## src/rtl/io_responder.sv

```systemverilog
// CPU IO-port responder: GPIO out/in, UART transmitter with TX FIFO, RX holding register.
// Optional `IO_TIMER_EN adds a free-running cycle counter at 0x3000.
`ifndef WIDTH
`define WIDTH 16
`endif

module io_responder #(
    parameter int CLKS_PER_BIT  = 217,
    parameter int TX_FIFO_DEPTH = 4
) (
    input  logic              clk,
    input  logic              reset,
    input  logic [`WIDTH-1:0] io_addr,
    input  logic [`WIDTH-1:0] io_wdata,
    input  logic              io_wr,
    input  logic              io_rd,
    output logic [`WIDTH-1:0] io_rdata,
    output logic [7:0]        gpio_out,
    input  logic [7:0]        gpio_in,
    output logic              uart_tx,
    input  logic [7:0]        rx_byte,
    input  logic              rx_strobe
);
    localparam int W  = `WIDTH;
    localparam int PW = $clog2(TX_FIFO_DEPTH);
    localparam logic [PW:0]   FIFO_FULL = (PW+1)'(TX_FIFO_DEPTH);
    localparam logic [PW:0]   CNT_ONE   = (PW+1)'(1);
    localparam logic [PW-1:0] PTR_ONE   = PW'(1);
    localparam logic [15:0]   BAUD_LAST = 16'(CLKS_PER_BIT - 1);

    localparam logic [15:0] A_GPIO_OUT = 16'h1000;
    localparam logic [15:0] A_GPIO_IN  = 16'h1001;
    localparam logic [15:0] A_TX_DATA  = 16'h2000;
    localparam logic [15:0] A_STATUS   = 16'h2001;
    localparam logic [15:0] A_RX_DATA  = 16'h2002;
`ifdef IO_TIMER_EN
    localparam logic [15:0] A_TIMER    = 16'h3000;
`endif

    typedef enum logic [1:0] {S_IDLE, S_START, S_DATA, S_STOP} tx_state_t;

    logic [15:0]   addr;
    logic          wr_gpio, wr_tx, wr_status, rd_rx;
    logic [7:0]    gpio_sync_p0, gpio_sync_p1;
    logic [7:0]    fifo_mem [TX_FIFO_DEPTH];
    logic [PW-1:0] rd_ptr, wr_ptr;
    logic [PW:0]   fifo_cnt;
    logic          fifo_full, fifo_empty, tx_push, tx_pop;
    tx_state_t     state;
    logic [7:0]    shreg;
    logic [2:0]    bit_cnt;
    logic [15:0]   baud_cnt;
    logic          baud_done;
    logic [7:0]    rx_hold;
    logic          rx_valid, rx_overrun, tx_overflow;
    logic          unused_bits;

    assign addr        = io_addr[15:0];
    assign wr_gpio     = io_wr && (addr == A_GPIO_OUT);
    assign wr_tx       = io_wr && (addr == A_TX_DATA);
    assign wr_status   = io_wr && (addr == A_STATUS);
    assign rd_rx       = io_rd && (addr == A_RX_DATA);
    assign fifo_full   = (fifo_cnt == FIFO_FULL);
    assign fifo_empty  = (fifo_cnt == '0);
    // Full is judged before any same-cycle pop, so a push into a full FIFO is always dropped.
    assign tx_push     = wr_tx && !fifo_full;
    assign tx_pop      = (state == S_IDLE) && !fifo_empty;
    assign baud_done   = (baud_cnt == BAUD_LAST);
    assign unused_bits = ^{io_addr, io_wdata};

    always_ff @(posedge clk) begin
        if (reset) begin
            gpio_out     <= '0;
            gpio_sync_p0 <= '0;
            gpio_sync_p1 <= '0;
        end else begin
            if (wr_gpio) gpio_out <= io_wdata[7:0];
            gpio_sync_p0 <= gpio_in;
            gpio_sync_p1 <= gpio_sync_p0;
        end
    end

    always_ff @(posedge clk) begin
        if (reset) begin
            rd_ptr      <= '0;
            wr_ptr      <= '0;
            fifo_cnt    <= '0;
            tx_overflow <= 1'b0;
        end else begin
            if (tx_push) wr_ptr <= wr_ptr + PTR_ONE;
            if (tx_pop)  rd_ptr <= rd_ptr + PTR_ONE;
            case ({tx_push, tx_pop})
                2'b10:   fifo_cnt <= fifo_cnt + CNT_ONE;
                2'b01:   fifo_cnt <= fifo_cnt - CNT_ONE;
                default: fifo_cnt <= fifo_cnt;
            endcase
            if (wr_tx && fifo_full) tx_overflow <= 1'b1;
            else if (wr_status)     tx_overflow <= 1'b0;
        end
    end

    always_ff @(posedge clk) begin
        if (tx_push) fifo_mem[wr_ptr] <= io_wdata[7:0];
        if (tx_pop)                        shreg <= fifo_mem[rd_ptr];
        else if (state == S_DATA && baud_done) shreg <= {1'b0, shreg[7:1]};
    end

    // uart_tx follows the state one cycle behind, giving the pop-to-start-bit latency.
    always_ff @(posedge clk) begin
        if (reset) begin
            state    <= S_IDLE;
            uart_tx  <= 1'b1;
            bit_cnt  <= '0;
            baud_cnt <= '0;
        end else begin
            case (state)
                S_IDLE: begin
                    uart_tx <= 1'b1;
                    if (!fifo_empty) begin
                        state    <= S_START;
                        bit_cnt  <= '0;
                        baud_cnt <= '0;
                    end
                end
                S_START: begin
                    uart_tx <= 1'b0;
                    if (baud_done) begin
                        baud_cnt <= '0;
                        state    <= S_DATA;
                    end else begin
                        baud_cnt <= baud_cnt + 16'd1;
                    end
                end
                S_DATA: begin
                    uart_tx <= shreg[0];
                    if (baud_done) begin
                        baud_cnt <= '0;
                        bit_cnt  <= bit_cnt + 3'd1;
                        if (bit_cnt == 3'd7) state <= S_STOP;
                    end else begin
                        baud_cnt <= baud_cnt + 16'd1;
                    end
                end
                S_STOP: begin
                    uart_tx <= 1'b1;
                    if (baud_done) begin
                        baud_cnt <= '0;
                        state    <= S_IDLE;
                    end else begin
                        baud_cnt <= baud_cnt + 16'd1;
                    end
                end
                default: state <= S_IDLE;
            endcase
        end
    end

    always_ff @(posedge clk) begin
        if (rx_strobe) rx_hold <= rx_byte;
    end

    always_ff @(posedge clk) begin
        if (reset) begin
            rx_valid   <= 1'b0;
            rx_overrun <= 1'b0;
        end else begin
            if (wr_status) rx_overrun <= 1'b0;
            if (rx_strobe) begin
                rx_valid <= 1'b1;
                if (rx_valid && !rd_rx) rx_overrun <= 1'b1;
            end else if (rd_rx) begin
                rx_valid <= 1'b0;
            end
        end
    end

`ifdef IO_TIMER_EN
    logic [W-1:0] timer;
    always_ff @(posedge clk) begin
        if (reset || (io_wr && addr == A_TIMER)) timer <= '0;
        else                                     timer <= timer + W'(1);
    end
`endif

    always_comb begin
        io_rdata = '0;
        case (addr)
            A_GPIO_OUT: io_rdata = W'(gpio_out);
            A_GPIO_IN:  io_rdata = W'(gpio_sync_p1);
            A_STATUS:   io_rdata = W'({rx_overrun, tx_overflow, rx_valid,
                                       (state != S_IDLE), fifo_empty, fifo_full});
            A_RX_DATA:  io_rdata = W'(rx_hold);
`ifdef IO_TIMER_EN
            A_TIMER:    io_rdata = timer;
`endif
            default:    io_rdata = '0;
        endcase
    end
endmodule

```

## config.mk

```make
export PLATFORM = sky130hd
export DESIGN_NAME = io_responder
export DESIGN_NICKNAME = d
export VERILOG_FILES = /design/src/rtl/io_responder.sv
export SDC_FILE = /design/constraint.sdc
export NUM_CORES = 1
export LEC_CHECK = 0
export BUFFER_PORTS_ARGS = -buffer_cell sky130_fd_sc_hd__buf_2
export CAP_MARGIN = 10
export CORE_ASPECT_RATIO = 1.1
export CORE_UTILIZATION = 48
export CTS_BUF_LIST = sky130_fd_sc_hd__clkbuf_2 sky130_fd_sc_hd__clkbuf_4 sky130_fd_sc_hd__clkbuf_8
export DETAILED_ROUTE_END_ITERATION = 8
export PLACE_DENSITY_LB_ADDON = 0.05
export SKIP_CTS_REPAIR_TIMING = 1
export SLEW_MARGIN = 10
export SYNTH_ARGS = -nofsm -noshare
export SYNTH_HDL_FRONTEND = slang
export SYNTH_SLANG_ARGS = --single-unit
```

## constraint.sdc

```tcl
create_clock -name clk -period 2.7 [get_ports clk]
set_input_delay 0.405 -clock clk [delete_from_list [all_inputs] [get_ports clk]]
set_output_delay 0.405 -clock clk [all_outputs]
set_load 0.05 [all_outputs]
```

# == After elaboration in Yosys (flattened, before gate mapping) ==
# Memories as Yosys holds them, arrays and structs flattened. A register that Yosys moved wholly into a read port is not among the register bits.
# Index checks and enable logic that the tools add are counted.
# Widths: inputs -> output; s select.
# totals
ff_bits,72
latchBits,0
ramBits,32
romBits,0
mem_count,1
# mem_list
memory,words,width,read_ports,rd_clocked_by_memory_dff,wr,line_no,rtl
fifo_mem,4,8,1,1,1,45,logic [7:0] fifo_mem [TX_FIFO_DEPTH];
# classes
addsub,6
n_mul,0
n_div,0
n_lt_le_gt_ge,0
n_eq_ne,18
shift,0
muxes,28
bitwise,0
reduce_logical,24
# ops
cell,count
$eq 16x14->1 const B,3
$eq 16x13->1 const B,2
$mux 16,2
$pmux 16 s2,1
$pmux 8 s4,1
$add 16x1->16 const B,1
$eq 16x8->1 const B,1
$mux 8,2
$mux 2,7
$pmux 3 s2,2
$reduce_bool 2->1,6
$logic_and 1x1->1,9
$mux 1,9
$ne 2x2->1 const B,4
$pmux 2 s4,1
$add 3x1->3 const B,2
$eq 2x2->1 const B,3
$eq 3x3->1 const B,2
$mux 3,2
$reduce_and 5->1,1
$add 2x1->2 const B,2
$eq 2x1->1 const B,2
$logic_not 1->1,3
$logic_not 3->1,1
7 further kinds,7

# == Logic depth before layout (Yosys ltp) ==
# depth
depth_word,6
depth_mapped,12

# == Least setup slack after synthesis ==
# No wires, ideal clock.
# synth_timing
kind,flip-flop to flip-flop
from,register state[0]
to,register fifo_cnt[2]
arrival_ns,2.583
slack_ns,0.046
path_stages_with_launch,13
synth_period_minus_slack_ns,2.654
path_cell_list,dfxtp_1 > inv_1 > ha_1 > clkbuf_1 > nand2b_1 > inv_1 > clkbuf_1 > ha_1 > inv_1 > fa_1 > xor2_1 > or3_1 > a21oi_1
# synth_between
elab_chain_len,4
# synth_rtl
element,line_no,rtl
"start, declared",49,tx_state_t state;
"start signal, assigned",111,state <= S_IDLE;
"start signal, assigned",120,state <= S_START;
"start signal, assigned",129,state <= S_DATA;
$logic_not 2->1 (*),67,assign tx_pop = (state == S_IDLE) && !fifo_empty;
$logic_and 1x1->1 (*),67,
$eq 2x1->1 or $eq 2x2->1 (tied branches),92,"case ({tx_push, tx_pop})"
$pmux 3 s2 or $reduce_bool 2->1 (tied branches),--,
"end signal, assigned",93,2'b10: fifo_cnt <= fifo_cnt + CNT_ONE;
"end signal, assigned",94,2'b01: fifo_cnt <= fifo_cnt - CNT_ONE;
"end signal, assigned",95,default: fifo_cnt <= fifo_cnt;
"end, declared",47,logic [PW:0] fifo_cnt;
# Mark *: on every way between the ends. The rest lies on a longest branch, timed or not.
# A chain may end at the register's enable or synchronous reset.

# == Final worst setup path ==
# layout_timing
from,input port io_addr[14]
to,output port io_rdata[7]
# layout_between
elab_chain_len,2
# layout_rtl
element,line_no,rtl
"start, declared",13,"input logic [`WIDTH-1:0] io_addr,"
$eq 16x14->1 or $eq 16x13->1 (tied branches),187,case (addr)
$pmux 8 s4 (*),187,
"end, declared",17,"output logic [`WIDTH-1:0] io_rdata,"
# Marks and branches as above.

==> run_results.csv <==
group,metric,value,unit
sta,slew_headroom,56.4,%
synthesis,ys_seq_elements,106,
synthesis,yosysWarnings,0,
worst_setup_path,worst-path-max-fanout,6,
clock_network,clk_pin_slew,0.10,ns
synthesis,syn_area,0.00463,mm2
drt,firstDrtPassIters,4,
grt,grt_pass1_wl,14900,um
sta,setup_ws,0.0706,ns
floorplanning,fp-row-count,37,
floorplanning,num_io_pins,78,
hold_path,worst_hold_path_type,"in -> reg",
clock_network,clock_latency,0.37,ns
finish,antenna_cells,0,
sta,setup_viol,0,
pwr,peakVddDrop,0.256,mV
clock_network,root_buffer,"clkbuf_8",
sta,worstMarginPinSlew,0.651,ns
synthesis,synth_ff_type,"dfxtp_1",
worst_setup_path,endpoint_kind,"output pin",
grt,grt_usage,19.2,%
sta,hold_ws,0.215,ns
placed_design,gp_congestion,0.813,
pwr,p_leak,0.00204,uW
synthesis,synthCells,407,
sta,rsz0062_at_grt,"yes",
finish,seq_area,0.00260,mm2
grt,antenna_found_initial,0,
finish,nNetsFinal,547,
grt,overflow,0,
synthesis,synth-simple-area-share,16.8,%
drt,drt_iter0_markers,117,
placed_design,placed_area,0.00509,mm2
placed_design,dp_hpwl,6500,um
floorplanning,core,0.00935,mm2
placed_design,pre_cts_slack,-0.0132,ns
clock_network,cts_sinks,106,
finish,fill_cells,796,
synthesis,synth_top_family_by_area,"simple AND/OR/NAND/NOR gates",
sta,fin_crit_sh,97.4,%
clock_network,cts_tree,"built",
synthesis,yosysTopAreaCellShare,31.1,%
synthesis,synthArstFlopShare,0,%
synthesis,muxShareOfSynthArea,6.70,%
sta,hold_violations,0,
synthesis,avgSynthCellArea,11.4,um2
worst_setup_path,critPathRequiredTime,2.30,ns
floorplanning,die_y,105,um
synthesis,netlist_top_cells_count,"dfxtp_1 (58), edfxtp_1 (48), nand2_1 (28), a21oi_1 (27), inv_1 (23)",
drt,drt.antenna.violating_nets,0,
synthesis,synthTopCellsByArea,"edfxtp_1 (31%), dfxtp_1 (25%), ha_1 (4.1%)",
worst_setup_path,critical_path_class,"in -> out",
grt,grt_pass1_vias,3119,
finish,syn2layout_area_growth,16.8,%
synthesis,synth_cell_types,57,
sta,clock.fmax,0.380,GHz
floorplanning,initial_core_util,49.5,%
placed_design,portBuffers,61,
drt,routed_wl,9030,um
drt,drc,0,
sta,finalSetupTns,0,ns
grt,grt_start_max_net_pins,35,
drt,vias,3181,
finish,design_area,0.00541,mm2
pwr,power.density,602,mW/mm2
sta,fin_crit,2.63,ns
sta,fin_skew,0.0132,ns
outcome,status,"finished clean",
worst_setup_path,crit_arrival,2.22,ns
synthesis,synthAdderAreaFrac,4.48,%
floorplanning,dieArea,0.0100,mm2
synthesis,synth_compound_area_share,9.32,%
job,cap_violations,0,
synthesis,yosysMostFrequentCell,"dfxtp_1",
worst_setup_path,cp-start-kind,"input pin",
clock_network,cts_made_buffers,9,
sta,drv_slew,0,
clock_network,htreeDepth,3,
synthesis,yosys.area.top_type,"edfxtp_1",
drt,wl_per_cell,15.1,um
synthesis,synth_edf_count,48,
synthesis,synthXorXnorAreaFrac,1.32,%
clock_network,clockBufferDepth,2,
floorplanning,die_w,95.7,um
synthesis,ys_seq_area_share,56.2,%
pwr,finalPower,3260,uW
finish,multiInputGateArea,0.00184,mm2
finish,drive_above_1_share,26.9,%
drt,vias_per_cell,5.30,
==> metrics by stage <==
step,utilization (%),cells
after detailed placement,54.5,583
after global placement,54.5,583
after global routing,57.9,600
after floorplan,-,414
after CTS,57.0,599
final,57.9,600
==> layout by cell type (no fill, tap or decap), types with 3 or more instances in the layout <==
cell type,Yosys,routed
buf_2,5,52
nand2b_1,3,3
o21ai_0,12,12
a22oi_2,0,3
nand2_1,28,27
and2_1,5,5
a22oi_1,14,11
xor2_1,4,4
buf_4,8,20
nand3_1,21,21
a21oi_1,27,27
clkbuf_8,0,9
mux4_2,8,8
nand4_1,9,9
buf_6,2,8
mux2i_1,4,4
nor2b_1,18,18
conb_1,1,8
and3_1,3,3
nor3_1,5,5
nor2_1,21,21
dfxtp_1,58,58
or3_1,6,6
inv_1,23,23
a31oi_1,3,3
ha_1,15,15
xnor2_1,3,3
edfxtp_1,48,48
or4_4,1,3
mux2_2,8,8
==> final cells by class <==
type,instances,area share [%]
repair buffers,80,9.25
multi-input cells,258,34.1
inverters,23,1.60
flip-flops and latches,106,48.1
clock buffers,9,2.29
well taps,117,2.70
clock inverters,7,2.01
==> report_power, final <==
group          leakage [uW]  internal (uW)  switching (uW)
combinational       0.00102            142             251
sequential         0.000903           1720            33.6
clock              0.000118            542             570
total               0.00204           2400             854
==> cell families after synthesis <==
kind of cell	after synthesis
other	1
xor gates and xnor gates	7
DFF	106
muxes	20
and+or+nand+nor	138
buffers and inverters	50
AOI/OAI and AO/OA	69
adders and majority gates	16
==> state kept, by name, summed over array words and instances, names as in the netlist, named ones only <==
name	count
rx_overrun	1
bit_cnt	3
state	2
shreg	8
wr_ptr	2
baud_cnt	16
rx_valid	1
fifo_cnt	3
rd_ptr	2
uart_tx	1
fifo_mem	32
rx_hold	8
gpio_sync_p0	8
gpio_sync_p1	8
gpio_out	8
tx_overflow	1
==> final timing paths <==
kind / start / endpoint / slack (ns) / depth (start not counted)
worst max-delay path: io_addr[14] / io_rdata[7] / 0.07 / 8
worst min-delay path: rx_byte[7] / rx_hold[7] / 0.21 / 1
worst max register to register: baud_cnt[0] / shreg[4] / 0.46 / 7
worst min register to register: gpio_sync_p0[3] / gpio_sync_p1[3] / 0.44 / 1
==> routing by layer <==
metal / up-vias / GRT usage (%) / routed length [um]
met5: - / 0 / 0
met2: 54 / 31.2 / 4480
met1: 1531 / 25.6 / 4190
met4: 0 / 5.76 / 61
li1: 1592 / - / -
met3: 4 / 4.08 / 299
==> worst max-delay path, stage by stage <==
cell and delay, ns:
buf_6 0.09, or4_4 0.53, or3b_4 0.44, nor3_4 0.24, buf_6 0.16, a222oi_1 0.09, inv_1 0.11, buf_6 0.16
No activity file was read; power rests on OpenSTA's default activity.
